File: src/rtl/imem_boot_loader.sv
// Byte-stream program loader: header (N words), 4*N LE payload bytes, XOR checksum -> IMEM writes.
// Latency: a word is written the cycle after its 4th byte; flags update on the consuming edge.
// Backpressure: in_ready is high in every load state (1 byte/cycle), low in IDLE/DONE/ERROR.
module imem_boot_loader #(
    parameter int IMEM_WORDS = 64,
    parameter int ADDR_W     = 6
) (
    input  logic              clk,
    input  logic              reset,
    input  logic              start,
    input  logic              in_valid,
    input  logic [7:0]        in_data,
    output logic              in_ready,
    output logic              imem_we,
    output logic [ADDR_W-1:0] imem_addr,
    output logic [31:0]       imem_wdata,
    output logic              core_hold,
    output logic              busy,
    output logic              done,
    output logic              error,
    output logic [1:0]        err_code,
    output logic [ADDR_W:0]   word_count
);

    typedef enum logic [2:0] {
        S_IDLE,
        S_HDR_LO,
        S_HDR_HI,
        S_PAYLOAD,
        S_CHECK,
        S_DONE,
        S_ERROR
    } state_t;

    localparam logic [1:0] ERR_NONE     = 2'b00;
    localparam logic [1:0] ERR_OVERSIZE = 2'b01;
    localparam logic [1:0] ERR_CHECKSUM = 2'b10;

    state_t            state_q,      state_d;
    logic [7:0]        hdr_lo_q,     hdr_lo_d;
    logic [ADDR_W:0]   n_q,          n_d;
    logic [1:0]        idx_q,        idx_d;
    logic [23:0]       buf_q,        buf_d;
    logic [7:0]        csum_q,       csum_d;
    logic              in_ready_q,   in_ready_d;
    logic              we_q,         we_d;
    logic [ADDR_W-1:0] addr_q,       addr_d;
    logic [31:0]       wdata_q,      wdata_d;
    logic              hold_q,       hold_d;
    logic              busy_q,       busy_d;
    logic              done_q,       done_d;
    logic              error_q,      error_d;
    logic [1:0]        err_code_q,   err_code_d;
    logic [ADDR_W:0]   wc_q,         wc_d;

    logic              xfer;
    logic [15:0]       n_full;
    logic [ADDR_W:0]   wc_inc;

    assign xfer   = in_valid & in_ready_q;
    assign n_full = {in_data, hdr_lo_q};
    assign wc_inc = wc_q + 1'b1;

    always_comb begin
        state_d    = state_q;
        hdr_lo_d   = hdr_lo_q;
        n_d        = n_q;
        idx_d      = idx_q;
        buf_d      = buf_q;
        csum_d     = csum_q;
        we_d       = 1'b0;
        addr_d     = addr_q;
        wdata_d    = wdata_q;
        hold_d     = hold_q;
        done_d     = done_q;
        error_d    = error_q;
        err_code_d = err_code_q;
        wc_d       = wc_q;

        case (state_q)
            S_IDLE, S_DONE, S_ERROR: begin
                if (start) begin
                    state_d    = S_HDR_LO;
                    done_d     = 1'b0;
                    error_d    = 1'b0;
                    err_code_d = ERR_NONE;
                    wc_d       = '0;
                    idx_d      = 2'd0;
                    csum_d     = 8'h00;
                    hold_d     = 1'b1;
                end
            end
            S_HDR_LO: begin
                if (xfer) begin
                    hdr_lo_d = in_data;
                    state_d  = S_HDR_HI;
                end
            end
            S_HDR_HI: begin
                if (xfer) begin
                    if (n_full > 16'(IMEM_WORDS)) begin
                        state_d    = S_ERROR;
                        error_d    = 1'b1;
                        err_code_d = ERR_OVERSIZE;
                    end else if (n_full == 16'd0) begin
                        state_d = S_CHECK;
                    end else begin
                        n_d     = n_full[ADDR_W:0];
                        state_d = S_PAYLOAD;
                    end
                end
            end
            S_PAYLOAD: begin
                if (xfer) begin
                    csum_d = csum_q ^ in_data;
                    idx_d  = idx_q + 2'd1;
                    case (idx_q)
                        2'd0: buf_d[7:0]   = in_data;
                        2'd1: buf_d[15:8]  = in_data;
                        2'd2: buf_d[23:16] = in_data;
                        default: begin
                            // Fourth byte completes the word; address is the pre-increment count.
                            we_d    = 1'b1;
                            addr_d  = wc_q[ADDR_W-1:0];
                            wdata_d = {in_data, buf_q};
                            wc_d    = wc_inc;
                            if (wc_inc == n_q) begin
                                state_d = S_CHECK;
                            end
                        end
                    endcase
                end
            end
            S_CHECK: begin
                if (xfer) begin
                    if (in_data == csum_q) begin
                        state_d = S_DONE;
                        done_d  = 1'b1;
                        hold_d  = 1'b0;
                    end else begin
                        state_d    = S_ERROR;
                        error_d    = 1'b1;
                        err_code_d = ERR_CHECKSUM;
                    end
                end
            end
            default: state_d = S_IDLE;
        endcase

        in_ready_d = (state_d == S_HDR_LO) || (state_d == S_HDR_HI) ||
                     (state_d == S_PAYLOAD) || (state_d == S_CHECK);
        busy_d     = in_ready_d;
    end

    always_ff @(posedge clk or negedge reset) begin
        if (!reset) begin
            state_q    <= S_IDLE;
            hdr_lo_q   <= 8'h00;
            n_q        <= '0;
            idx_q      <= 2'd0;
            buf_q      <= 24'h0;
            csum_q     <= 8'h00;
            in_ready_q <= 1'b0;
            we_q       <= 1'b0;
            addr_q     <= '0;
            wdata_q    <= 32'h0;
            hold_q     <= 1'b1;
            busy_q     <= 1'b0;
            done_q     <= 1'b0;
            error_q    <= 1'b0;
            err_code_q <= ERR_NONE;
            wc_q       <= '0;
        end else begin
            state_q    <= state_d;
            hdr_lo_q   <= hdr_lo_d;
            n_q        <= n_d;
            idx_q      <= idx_d;
            buf_q      <= buf_d;
            csum_q     <= csum_d;
            in_ready_q <= in_ready_d;
            we_q       <= we_d;
            addr_q     <= addr_d;
            wdata_q    <= wdata_d;
            hold_q     <= hold_d;
            busy_q     <= busy_d;
            done_q     <= done_d;
            error_q    <= error_d;
            err_code_q <= err_code_d;
            wc_q       <= wc_d;
        end
    end

    assign in_ready   = in_ready_q;
    assign imem_we    = we_q;
    assign imem_addr  = addr_q;
    assign imem_wdata = wdata_q;
    assign core_hold  = hold_q;
    assign busy       = busy_q;
    assign done       = done_q;
    assign error      = error_q;
    assign err_code   = err_code_q;
    assign word_count = wc_q;

endmodule

File: config.mk
export PLATFORM = sky130hd
export DESIGN_NAME = imem_boot_loader
export DESIGN_NICKNAME = d
export VERILOG_FILES = /design/src/rtl/imem_boot_loader.sv
export SDC_FILE = /design/constraint.sdc
export NUM_CORES = 1
export LEC_CHECK = 0
export ABC_CLOCK_PERIOD_IN_PS = 3900
export CORE_MARGIN = 5
export CORE_UTILIZATION = 59
export DETAILED_ROUTE_END_ITERATION = 8
export PLACE_DENSITY_LB_ADDON = 0.08
export SYNTH_ARGS = -nofsm -noshare
export SYNTH_HDL_FRONTEND = slang
export SYNTH_SLANG_ARGS = --single-unit
export TNS_END_PERCENT = 10
File: constraint.sdc
create_clock -name clk -period 3.9 [get_ports clk]
set_input_delay 0.585 -clock clk [delete_from_list [all_inputs] [get_ports clk]]
set_output_delay 0.585 -clock clk [all_outputs]
set_load 0.1 [all_outputs]
Word-level counts from Yosys, hierarchy flattened
Cells that the tools add are included.
Widths: inputs -> output; s select.
{ "op_classes": {"n_eq_ne": 22, "order_cmp": 1, "add_sub_neg": 2, "reduce_logical": 21, "mux": 42, "bitwise": 5} }
{ "ops": {"columns": ["operator", "count"], "rows": [
  ["$mux 3", 9],
  ["$mux 7", 3],
  ["$gt 16x7->1 const B", 1],
  ["$logic_not 16->1", 1],
  ["$mux 8", 2],
  ["$ne 2x2->1 const B", 8],
  ["$pmux 8 s2", 1],
  ["$pmux 3 s5", 1],
  ["$reduce_and 3->1", 5],
  ["$mux 2", 7],
  ["$pmux 7 s2", 1],
  ["$mux 1", 13],
  ["$eq 3x2->1 const B", 4],
  ["$eq 3x3->1 const B", 4],
  ["$reduce_and 4->1", 3],
  ["$eq 8x8->1", 1],
  ["$xor 8x8->8", 1],
  ["$add 7x1->7 const B", 1],
  ["$eq 7x7->1", 1],
  ["$eq 3x1->1 const B", 2],
  ["$pmux 2 s3", 1],
  ["$reduce_and 6->1", 1],
  ["$reduce_or 3->1", 2],
  ["$pmux 1 s2", 2],
  ["other kinds (13)", 18]
]} }
{ "totals": {"regBits": 104, "elab_cells": 110, "input_bits": 12, "output_inout_bits": 53} }

Logic depth before layout (Yosys ltp)
Gate-level depths: netlist of run 1.
{ "depth": {"ltp_word": 10, "ltp_mapped": 7} }

Least setup slack after synthesis of run 1
Ideal clock, no wire load.
{ "synth_path": {"kind": "reg2reg", "from": "reg wc_q[0] (netlist: word_count[0])", "to": "reg busy_q (netlist: busy)", "setup_ps": 127, "t_arrival_ps": 2672, "path_buffers": 0, "stages_incl_launch_ff": 8, "slack_ps": 1102, "cell_sequence": "dfrtp_1 ha_1 or4bb_1 o211ai_1 o21ai_0 nor4_1 o211ai_2 xor2_1"} }
{ "synth_between": {"elab_chain_len": 10} }
{ "synth_rtl": {"columns": ["item", "line_no", "text"], "rows": [
  ["start: declaration", "54", "logic [ADDR_W:0] wc_q, wc_d;"],
  ["start signal: assignment", "189", "wc_q <= wc_d;"],
  ["$add 7x1->7 (*)", "62", "assign wc_inc = wc_q + 1'b1;"],
  ["$eq 7x7->1 (*)", "127", "if (wc_inc == n_q) begin"],
  ["$mux 3 (*)", "127", null],
  ["$mux 3 (*)", "117", "case (idx_q)"],
  ["$mux 3 (*)", "114", "if (xfer) begin"],
  ["$pmux 3 s5 (*)", "80", "case (state_q)"],
  ["$eq 3x1->1 / $eq 3x2->1 (equally long branches)", "150", "in_ready_d = (state_d == S_HDR_LO) || (state_d == S_HDR_HI) ||"],
  ["$logic_or 1x1->1 (2 in series)", "150", null],
  ["$logic_or 1x1->1 (*)", "151", "(state_d == S_PAYLOAD) || (state_d == S_CHECK);"],
  ["named net busy_d", "50", "logic busy_q, busy_d;"],
  ["end signal: assignment", "185", "busy_q <= busy_d;"],
  ["end: declaration", "50", null]
]} }
The timed path passes the listed nets; every way through them passes the cells marked *.
A chain may end at the register's enable or synchronous reset.

Worst setup path after layout of run 1
{ "layout_path": {"from": "reg state_q[0]", "to": "reg buf_q[15]"} }
{ "layout_between": {"elab_chain_len": 2} }
{ "layout_rtl": {"columns": ["item", "line_no", "text"], "rows": [
  ["start: declaration", "39", "state_t state_q, state_d;"],
  ["start signal: assignment", "174", "state_q <= state_d;"],
  ["$eq 3x2->1", "80", null],
  ["$reduce_and 3->1 (no line)", null, null],
  ["end signal: assignment", "178", "buf_q <= buf_d;"],
  ["end: declaration", "43", "logic [23:0] buf_q, buf_d;"]
]} }
Every way passes these cells.

==> flow_summary.ini, run 1 <==
[yosys]
avgSynthCellArea_um2 = 10.17
syn_area_um2 = 4657
syn_inst = 458
synthAdderAreaFrac_pct = 1.343
synthArstFlopShare_pct = 100.0
ys_types = 47
yosysSeqAreaShare_pct = 55.91
ys_warn_count = 0
yosys.area.top_type = dfrtp_1
synth.top_cell.area_share_pct = 55.35
yosys.cell_count.top_type = nand2_1
synth_edf_count = 0
synthSimpleGateAreaFrac_pct = 18.94
synthMuxAreaShare_pct = 9.645
synth_commonest_cells = 146 x nand2_1, 103 x dfrtp_1, 39 x mux2_2
syn_nets = 475
synth_top_family_by_area = simple AND/OR/NAND/NOR gates
synth-xor-area-share_pct = 3.197
synthTopCellsByArea = dfrtp_1 55%, nand2_1 12%, mux2_2 9.4%
ys.flop_type = dfrtp_1
synth_compound_gate_area_share_pct = 8.221
ys_ff_latch = 104

[cells_and_area]
area_growth_pct = 18.70
multiInputGateArea_um2 = 1926
fillers = 603
seq_area_um2 = 2604
layout.cells.non_filler = 614
fin_util_pct = 71.54
finalInstanceArea_um2 = 5528
n_antenna_cell = 0
drive_above_1_share_pct = 13.09
fin_nets = 526

[critical_path]
required_ps = 4140
rr_startpoint = state_q[0]
crit_path_end_kind = flop
critical_path_arrival_ps = 2970
startpoint_type = flop
startpoint = state_q[0]
rrSetupSlack_ps = 1170
worst_r2r_path_depth = 5
timing.rr.end = buf_q[15]
critical_path_class = flop to flop
cp_max_fo = 13

[drt]
ant_nets = 0
drc = 0
routed_wl_um = 10150
wl_per_cell_um = 16.52
dr.pass1.iters = 4
via_per_inst = 5.531
drt_iter0_markers = 123
routed-via-count = 3396

[clock_tree]
cts_tree = done
cts_buffer_depth = 2
cts.repair.resized = 0
post_cts_buffers = 0
h-tree-depth = 3
path_clk_slew_ps = 100
postCtsHoldBufs = 0
cts_buffers = 9
worstSkewPairLatency_ps = 350
cts-root-buf = clkbuf_8
clock-sinks = 104

[global_route]
gr-usage-all-layers_pct = 22.13
grt_pass1_vias = 3495
grt_max_degree = 48
grt_first_pass_wirelength_um = 17430
antenna_found_initial = 0
overflow = 0

[placement]
gp_congestion = 0.8304
io_buffers = 64
postPlaceCellArea_um2 = 5344
dp_hpwl_um = 6874
dp_cells = 600

[status]
status = finished, final reports clean

[pwr]
worst_ir_drop_vdd_uv = 688.1
pwr-share-clk_pct = 13.9
power_per_cell_area_nw_per_um2 = 837.7
power_frac_comb_pct = 48.4
p_leak_nw = 2.570
swShare_pct = 48.65
switchingPower_mw = 2.253
p_int_mw = 2.378
seqPwrFrac_pct = 37.6
p_total_mw = 4.631

[timing]
finalSetupTns_ps = 0
hold_viol = 0
slew_viol_final = 0
period_minus_slack_ps = 2730
fmax_ghz = 0.3663
period_share_pct = 70.00
worstMarginPinSlew_ps = 988.9
finalSetupViolations = 0
maxSlewHeadroom_pct = 33.87
rsz0062_at_grt = no
fin_worst_skew_ps = 10.00

[floorplan]
row_count = 32
start_util_pct = 60.27
coreArea_um2 = 7727
boundaryPins = 65
dieArea_um2 = 9770
die_h_um = 98.85
die_x_um = 98.85

[worst_hold_path]
hold_path_class = input port to async pin

[job]
maxCapViolCount = 0
[layout make-up]
class	instances	area share [%]
well taps	102	2.309
repair buffers	68	12.09
flip-flops and latches	104	47.10
clock buffers	9	2.241
multi-input cells	321	34.83
inverters	5	0.3395
clock inverters	5	1.086
[flip-flops by register name (all words and copies together) (netlist names)]
signal      count
imem_wdata     32
buf_q          24
csum_q          8
hdr_lo_q        8
n_q             7
word_count      7
imem_addr       6
state_q         3
err_code        2
idx_q           2
busy            1
core_hold       1
done            1
error           1
imem_we         1
[worst max-delay path, stage by stage (launching register included)]
cell     delay [ps]
dfrtp_1         590
nor2b_1         350
nand2_1         180
nor2_1          690
nand2_1         430
mux2_2          380
[through the flow]
| stage | setup WS, ps | hold slack [ps] |
|---|---|---|
| 2_1_floorplan | 1102 | 289.4 |
| 3_3_place_gp | 994.9 | 447.1 |
| 3_5_place_dp | 912.1 | 453.0 |
| 4_1_cts | 1203 | 170.8 |
| 5_1_grt | 963.5 | 178.5 |
| 6_report | 1170 | 162.1 |
[how the worst max path moves through the flow]
stage                     to  slack, ps  depth (start not counted)
2_1_floorplan           busy       1100                          7
3_3_place_gp          n_q[2]        990                          5
3_5_place_dp          n_q[4]        910                          5
4_1_cts        word_count[3]       1200                          1
5_1_grt            buf_q[15]        960                          5
6_report           buf_q[15]       1170                          5
[placed cells by master (no fill, tap or decap), types with 2 or more instances in the layout]
master           synthesis  final
buf_4                    1      5
nor2_1                   8      8
nand2b_1                 3      3
a22o_1                   3      3
a21oi_1                  4      4
nor3_2                   2      2
o21a_1                   2      2
nor3b_1                  3      3
clkbuf_8                 0      9
a21o_1                   4      4
mux2_2                  39     39
nand2_1                146    146
nor3_1                   7      7
nor4_1                   3      3
o41ai_1                  2      2
a31oi_1                  2      2
nand4_1                  3      3
nor2b_1                  4      4
dfrtp_1                103    103
xor2_1                   6      6
clkdlybuf4s50_1          0     63
and2_1                   2      2
inv_1                    4      4
o22ai_1                  4      4
ha_1                     5      5
a221o_1                  2      2
xnor2_1                 11     11
or3_1                    3      3
or2_2                    2      2
nand3_1                  7      7
o21ai_0                 30     30
clkinv_4                 0      2
[per-layer routing]
| metal | track usage (%) | wire, um | vias up |
|---|---|---|---|
| li1 | - | - | 1630 |
| met1 | 30.56 | 4599 | 1661 |
| met2 | 36.31 | 4969 | 92 |
| met3 | 3.185 | 429 | 13 |
| met4 | 7.038 | 147 | 0 |
| met5 | 0 | 0 | - |
[cells by family (layout without fill, tap and decap cells)]
family	after synthesis	count (layout)
multiplexers	40	40
AO/OA/AOI/OAI	60	60
adder cells (fa/ha/maj)	5	5
AND/OR/NAND/NOR	199	199
flip-flops	104	104
XOR/XNOR	17	17
buffers and inverters	33	87
[power by group through the flow]
stage / logic, mW / registers [mW] / clock network, mW
floorplan: 0.717 / 2.75 / 0
global placement: 2.21 / 1.74 / 0
detailed placement: 2.25 / 1.75 / 0
CTS: 2.25 / 1.74 / 0.657
global route: 2.37 / 1.80 / 0.705
finish: 2.24 / 1.74 / 0.645
Power figures use the tool's default switching activity.
==> inputs of run 2 (changes only) <==
ABC_CLOCK_PERIOD_IN_PS = 2700   (was 3900)
CORE_UTILIZATION = 54   (was 59)
clock period = 2.7 ns   (was 3.9 ns; I/O delays follow)
==> run 2 against run 1 <==
  * Combinational power is 42% higher
  * Die area grew 8.3%
  * Clock-buffer cell count stayed put
  * Global-route usage fell by 0.66 points
  * Maximum frequency up 14%
  * Largest cell class unchanged
  * Highest routed layer unchanged
==> flow_summary.ini, run 2 (synthesis gave the netlist of run 1 again) <==
[status]
status = finished, final reports clean

[floorplan]
start_util_pct = 56.11
die_x_um = 102.9
coreArea_um2 = 8299
boundaryPins = 65
die_h_um = 102.9
dieArea_um2 = 10580
row_count = 33

[critical_path]
critical_path_class = flop to flop
critical_path_arrival_ps = 2650
startpoint = state_q[0]
rr_startpoint = state_q[0]
cp_max_fo = 13
required_ps = 2960
crit_path_end_kind = flop
startpoint_type = flop

[global_route]
grt_max_degree = 51
overflow = 0
gr-usage-all-layers_pct = 21.47
grt_first_pass_wirelength_um = 17570
grt_pass1_vias = 3487
antenna_found_initial = 0

[placement]
dp_hpwl_um = 7328
dp_cells = 619
io_buffers = 64
post-place-ws_ps = 118.9
gp_congestion = 0.8531
postPlaceCellArea_um2 = 5350

[cells_and_area]
mostFrequentLayoutCell = nand2_1
layout_common_cells = 146 x nand2_1, 101 x dfrtp_1, 73 x buf_4
finalInstanceArea_um2 = 5577
layout.cells.non_filler = 635
n_antenna_cell = 0
fin_util_pct = 67.19
area_growth_pct = 19.75
drive_above_1_share_pct = 26.42
fin_nets = 542
largest_register_ffs = 32

[timing]
maxSlewHeadroom_pct = 56.07
timing.final.ws_setup_ps = 312.0
rsz0062_at_grt = no
period_share_pct = 88.44
fin_worst_skew_ps = 8.897
whs_ps = 51.76
finalSetupViolations = 0
hold_viol = 0
period_minus_slack_ps = 2388
worstMarginPinSlew_ps = 659.0
fmax_ghz = 0.4188
finalSetupTns_ps = 0
slew_viol_final = 0

[clock_tree]
cts.repair.resized = 0
post_cts_buffers = 0
path_clk_slew_ps = 100
cts_buffer_depth = 2
worstSkewPairLatency_ps = 370
postCtsHoldBufs = 0
cts-root-buf = clkbuf_8
clock-sinks = 104
h-tree-depth = 3
cts_tree = done
cts_buffers = 9

[drt]
routed_wl_um = 10410
ant_nets = 0
via_per_inst = 5.485
drc = 0
dr.pass1.iters = 4
drt_iter0_markers = 108
routed-via-count = 3483
wl_per_cell_um = 16.40

[pwr]
p_leak_nw = 2.770
worst_ir_drop_vdd_uv = 829.4
p_total_mw = 6.789
power_per_cell_area_nw_per_um2 = 1217

[job]
maxCapViolCount = 0

[worst_hold_path]
hold_path_class = input port to async pin
[run 2: worst max-delay path, stage by stage, from the launching register on]
cell and delay (ps):
dfrtp_1 580, nor2b_1 380, nand2_1 190, nor2_1 420, nand2_1 350, mux2_2 360
[run 2: area by class of cell]
cell class,instances,area (um2)
sequential,104,2606
inverter,5,18.77
multi-input combinational,321,1926
timing repair buffer,84,668.1
clock inverter,7,102.6
clock buffer,9,123.9
tap,105,131.4
fill,666,2723
[run 2: report_power, final]
part	total, mW	leakage [nW]	switching [mW]	internal [mW]
Sequential	2.51	1.36	0.413	2.10
Combinational	3.18	1.29	2.33	0.857
Clock	1.10	0.116	0.562	0.536
[run 2: final timing paths]
kind | slack (ps) | end | cells past startpoint
min in group clk | 470 | core_hold | 2
worst min register to register | 470 | core_hold | 2
worst min-delay path | 50 | imem_addr[3] | 1
worst max register to register | 310 | buf_q[5] | 5
max in group asynchronous | 1910 | csum_q[0] | 2
worst max-delay path | 310 | buf_q[5] | 5
[run 2: metal layers]
layer  track usage [%]  share of wire (%)  vias up
met2             35.40                 49       71
met3             5.142                4.7       11
li1                  -                  -     1685
met4             4.681               0.95        0
met5                 0                  0        -
met1             29.24                 46     1716
==> RTL change 1, RTL diff (config.mk and constraints of run 1) <==
Set the parameter `ADDR_W` to 5 (it was 6).
--- a/src/rtl/imem_boot_loader.sv
+++ b/src/rtl/imem_boot_loader.sv
@@ -5,3 +5,3 @@
     parameter int IMEM_WORDS = 64,
-    parameter int ADDR_W     = 6
+    parameter int ADDR_W     = 5
 ) (
Ports: changed (resized imem_addr and word_count); port bits go from 65 to 63. No check against the original RTL was run, so the function may have changed too.
==> RTL change 1 against run 1 <==
Setup slack better by 0.073 ns; critical path depth rose by 2; wire length fell by 0.92%; count of clock-buffer cells in the layout grew 2; sequential cell count decreased by 3; area after synthesis down 4.6%; final cell count fell by 1.3%; clock skew is essentially flat; first-iteration DRC count is 63% higher; hold slack worse by 0.035 ns; design area decreased by 2.5%; global-route usage grew 0.63 points; critical path type is now input port to flop; largest cell class unchanged.
Power is not compared: it rests on default switching activity, and its combinational part moved more than twofold at a synthesized area within 25%.
==> RTL change 1: results (changes against run 1) <==
[run_status]
status=finished clean  ; unchanged

[cts]
cts_buffers=9  ; unchanged
numClockSinks=101  ; was 104

[worst_setup_path]
crit_path_end=busy  ; was buf_q[15]
start_kind=input port  ; was flop
r2r_slack_ns=1.44  ; was 1.17 ns
worst-path-max-fanout=9  ; was 13
reg2reg_depth=6  ; was 5
startpoint=in_data[0]  ; was state_q[0]

[timing]
finalClockSkew_ns=0.00983  ; was 0.0100 ns
holdWs_ns=0.127  ; was 0.162 ns
fin_ws_ns=1.24  ; was 1.17 ns

[route]
first_pass_iters=5  ; was 4
drt_iter0_markers=201  ; was 123
routed_wl_mm=10.1  ; about the same

[place]
portBuffers=62  ; was 64
dp_worst_setup_slack_ns=0.900  ; was 0.912 ns
gp_congestion=0.844  ; was 0.830
place_area_um2=5190  ; was 5340 um2
hpwl_mm=6.88  ; was 6.87 mm
dp_cells=590  ; was 600

[global_routing]
grt_pass1_vias=3494  ; was 3495
grt_pass1_wl_mm=17.4  ; about the same
grtUsageTotal=0.228  ; was 0.221
grt_max_degree=45  ; was 48

[cells_and_area]
seq-cell-share=0.469  ; was 0.471
buf_share=0.131  ; was 0.121
nFillCells=567  ; was 603
nClkBuffers=11  ; was 9
finish.net_count=519  ; was 526
final_cells=606  ; was 614
drive_gt1_frac=0.146  ; was 0.131
multi_input_area_share=0.336  ; was 0.348
multi_input_cells=313  ; was 321
clk_share=0.0371  ; was 0.0333
buffers=72  ; was 68

[yosys]
yosysWarnings=0  ; unchanged
avgSynthCellArea_um2=10.1  ; was 10.2 um2
yosys-top-cells-count=146 x nand2_1, 100 x dfrtp_1, 38 x mux2_2, 29 x o21ai_0, 20 x clkbuf_1  ; was 146 x nand2_1, 103 x dfrtp_1, 39 x mux2_2, 30 x o21ai_0, 26 x clkbuf_1
syn_inst=441  ; was 458
seq_area_frac_synth=0.569  ; was 0.559
synth.distinct_cells=41  ; was 47
synth_nets=458  ; was 475

-- RTL change 1: changes by cell type after synthesis, moves of 3 or more --
cell	run 1	this run
a21o_1	4	1
clkbuf_1	26	20
dfrtp_1	103	100
nor2_1	8	18
nor3_1	7	4
xnor2_1	11	5
xor2_1	6	13
-- RTL change 1: metal layers --
metal,global-route usage,share of wire,vias to the layer above
met4,0.0724,0.013,0
li1,-,-,1578
met5,0,0,-
met2,0.362,0.48,104
met1,0.318,0.45,1676
met3,0.0424,0.054,10
-- RTL change 1: logic make-up after synthesis --
logic type	share of synthesized area
flops	0.569
xor+xnor	0.0355
simple gates	0.195
mux	0.0964
fa+ha+maj	0.0141
buf+inv	0.0237
compound gates	0.0657
-- RTL change 1: critical path, stage by stage --
cell,delay (ns)
clkdlybuf4s50_1,0.58
nor4_1,0.32
nand3_1,0.24
or4_1,0.55
a211oi_2,0.31
nand4_1,0.15
xor2_1,0.17
==> RTL change 2, RTL diff (settings of run 1) <==
Without the edit above. Take the reset off `n_q`, `buf_q`, `csum_q`, `addr_q`, `wdata_q` and `wc_q` and load them in a clocked block of their own.
--- a/src/rtl/imem_boot_loader.sv
+++ b/src/rtl/imem_boot_loader.sv
@@ -158,10 +158,5 @@
             hdr_lo_q   <= 8'h00;
-            n_q        <= '0;
             idx_q      <= 2'd0;
-            buf_q      <= 24'h0;
-            csum_q     <= 8'h00;
             in_ready_q <= 1'b0;
             we_q       <= 1'b0;
-            addr_q     <= '0;
-            wdata_q    <= 32'h0;
             hold_q     <= 1'b1;
@@ -171,3 +166,2 @@
             err_code_q <= ERR_NONE;
-            wc_q       <= '0;
         end else begin
@@ -175,10 +169,5 @@
             hdr_lo_q   <= hdr_lo_d;
-            n_q        <= n_d;
             idx_q      <= idx_d;
-            buf_q      <= buf_d;
-            csum_q     <= csum_d;
             in_ready_q <= in_ready_d;
             we_q       <= we_d;
-            addr_q     <= addr_d;
-            wdata_q    <= wdata_d;
             hold_q     <= hold_d;
@@ -188,4 +177,12 @@
             err_code_q <= err_code_d;
-            wc_q       <= wc_d;
         end
+    end
+
+    always_ff @(posedge clk) begin
+        n_q     <= n_d;
+        buf_q   <= buf_d;
+        csum_q  <= csum_d;
+        addr_q  <= addr_d;
+        wdata_q <= wdata_d;
+        wc_q    <= wc_d;
     end
Function: differs if reset is asserted again (counterexample within 10 cycles, from zero or initial values and one cycle with reset low); with reset held inactive, the same outputs for 10 cycles.
==> RTL change 2 against run 1 <==
Via count fell by 31%; final cell count fell by 33%; sequential cell count did not move; critical endpoint is now busy; critical path depth grew 2; wire length fell by 27%; highest routed layer unchanged; core utilization up 2.6 points; setup slack improved by 0.055 ns; area after synthesis fell by 13%; design area down 9.9%.
Power is not compared: it rests on default switching activity, and its combinational part moved more than twofold at a synthesized area within 25%.
==> RTL change 2: results (changes against run 1) <==
[global_routing]
grt_max_degree=39  ; was 48
use_met3=0.0479  ; was 0.0318
grt_pass1_vias=2376  ; was 3495
gr-usage-met1=0.260  ; was 0.306
grt_pass1_wl_mm=12.4  ; was 17.4 mm
met2_usage=0.307  ; was 0.363
grtUsageTotal=0.193  ; was 0.221

[yosys]
synth_xor_area_frac=0.0466  ; was 0.0320
synthTopCellsByArea=edfxtp_1 63%, dfrtp_1 12%, xnor2_1 2.8%  ; was dfrtp_1 55%, nand2_1 12%, mux2_2 9.4%
yosys-top-cells-count=84 x edfxtp_1, 19 x dfrtp_1, 17 x nor2_1, 13 x xnor2_1, 11 x nand2_1  ; was 146 x nand2_1, 103 x dfrtp_1, 39 x mux2_2, 30 x o21ai_0, 26 x clkbuf_1
postSynth.asyncResetShare=0.192  ; was 1.00
synth_fa_ha_area_frac=0.0180  ; was 0.0134
synth.distinct_cells=48  ; was 47
synth_edf_count=84  ; was 0
avgSynthCellArea_um2=16.0  ; was 10.2 um2
synth_nets=269  ; was 475
synth_compound_area_frac=0.0540  ; was 0.0822

[worst_setup_path]
worst-path-max-fanout=7  ; was 13
reg2reg_depth=4  ; was 5
regToRegEndpoint=buf_q[5]  ; was buf_q[15]
cpMaxStageDelayCell=or4_1  ; was nor2_1
slowest_delay_ns=0.57  ; was 0.69 ns
crit_path_end=busy  ; was buf_q[15]
startpoint=in_data[5]  ; was state_q[0]
worstReg2RegStart=state_q[1]  ; was state_q[0]

[route]
first_pass_iters=4  ; unchanged
met3_length_um=355  ; was 429 um
wl_per_cell_um=18.0  ; was 16.5 um
routed_wl_mm=7.42  ; was 10.1 mm
drt_iter0_markers=106  ; was 123
viasPerCell=5.71  ; was 5.53
wl_met2_mm=3.59  ; was 4.97 mm

[run_status]
status=finished clean  ; unchanged

[cells_and_area]
drive_gt1_frac=0.108  ; was 0.131
nFillCells=424  ; was 603
utilization=0.742  ; was 0.715

[timing]
max_freq_mhz=374  ; was 366 MHz
finalHoldViolCount=0  ; unchanged
finalClockSkew_ns=0.00956  ; was 0.0100 ns

[power]
p_comb_mw=1.00

[place]
place_area_um2=4790  ; was 5340 um2
dp_worst_setup_slack_ns=0.915  ; was 0.912 ns
hpwl_mm=5.21  ; was 6.87 mm
dp_cells=396  ; was 600
gp_congestion=0.905  ; was 0.830

[hold_path]
hold_class=flop to flop  ; was input port to asynchronous set/reset pin

[cts]
clk_latency_ns=0.37  ; was 0.35 ns

## RTL change 2: changes by cell type after synthesis, sizes merged, moves of 3 or more
cell / delta
nor2: +9
nand3: +3
xor2: -3
nand2: -135
a21o: -3
dfrtp: -84
nor2b: -3
clkbuf: -24
edfxtp: +84
mux2: -31
and2: +3
o21ai: -22
## RTL change 2: worst min-delay path by stage
stage | startpoint | endpoint | slack, ns | cells past startpoint
floorplan | reset | busy | 0.29 | 0
global placement | buf_q[17] | imem_wdata[17] | 0.40 | 0
detailed placement | buf_q[1] | imem_wdata[1] | 0.40 | 0
CTS | buf_q[11] | imem_wdata[11] | 0.43 | 0
global route | buf_q[5] | imem_wdata[5] | 0.43 | 0
finish | buf_q[1] | imem_wdata[1] | 0.42 | 0
## RTL change 2: layout make-up
class | instances | share of cell area
Clock buffer | 10 | 0.0256
Clock inverter | 6 | 0.0136
Inverter | 6 | 0.00452
Multi-Input combinational cell | 139 | 0.196
Sequential cell | 104 | 0.607
Tap cell | 80 | 0.0201
Timing Repair Buffer | 67 | 0.133
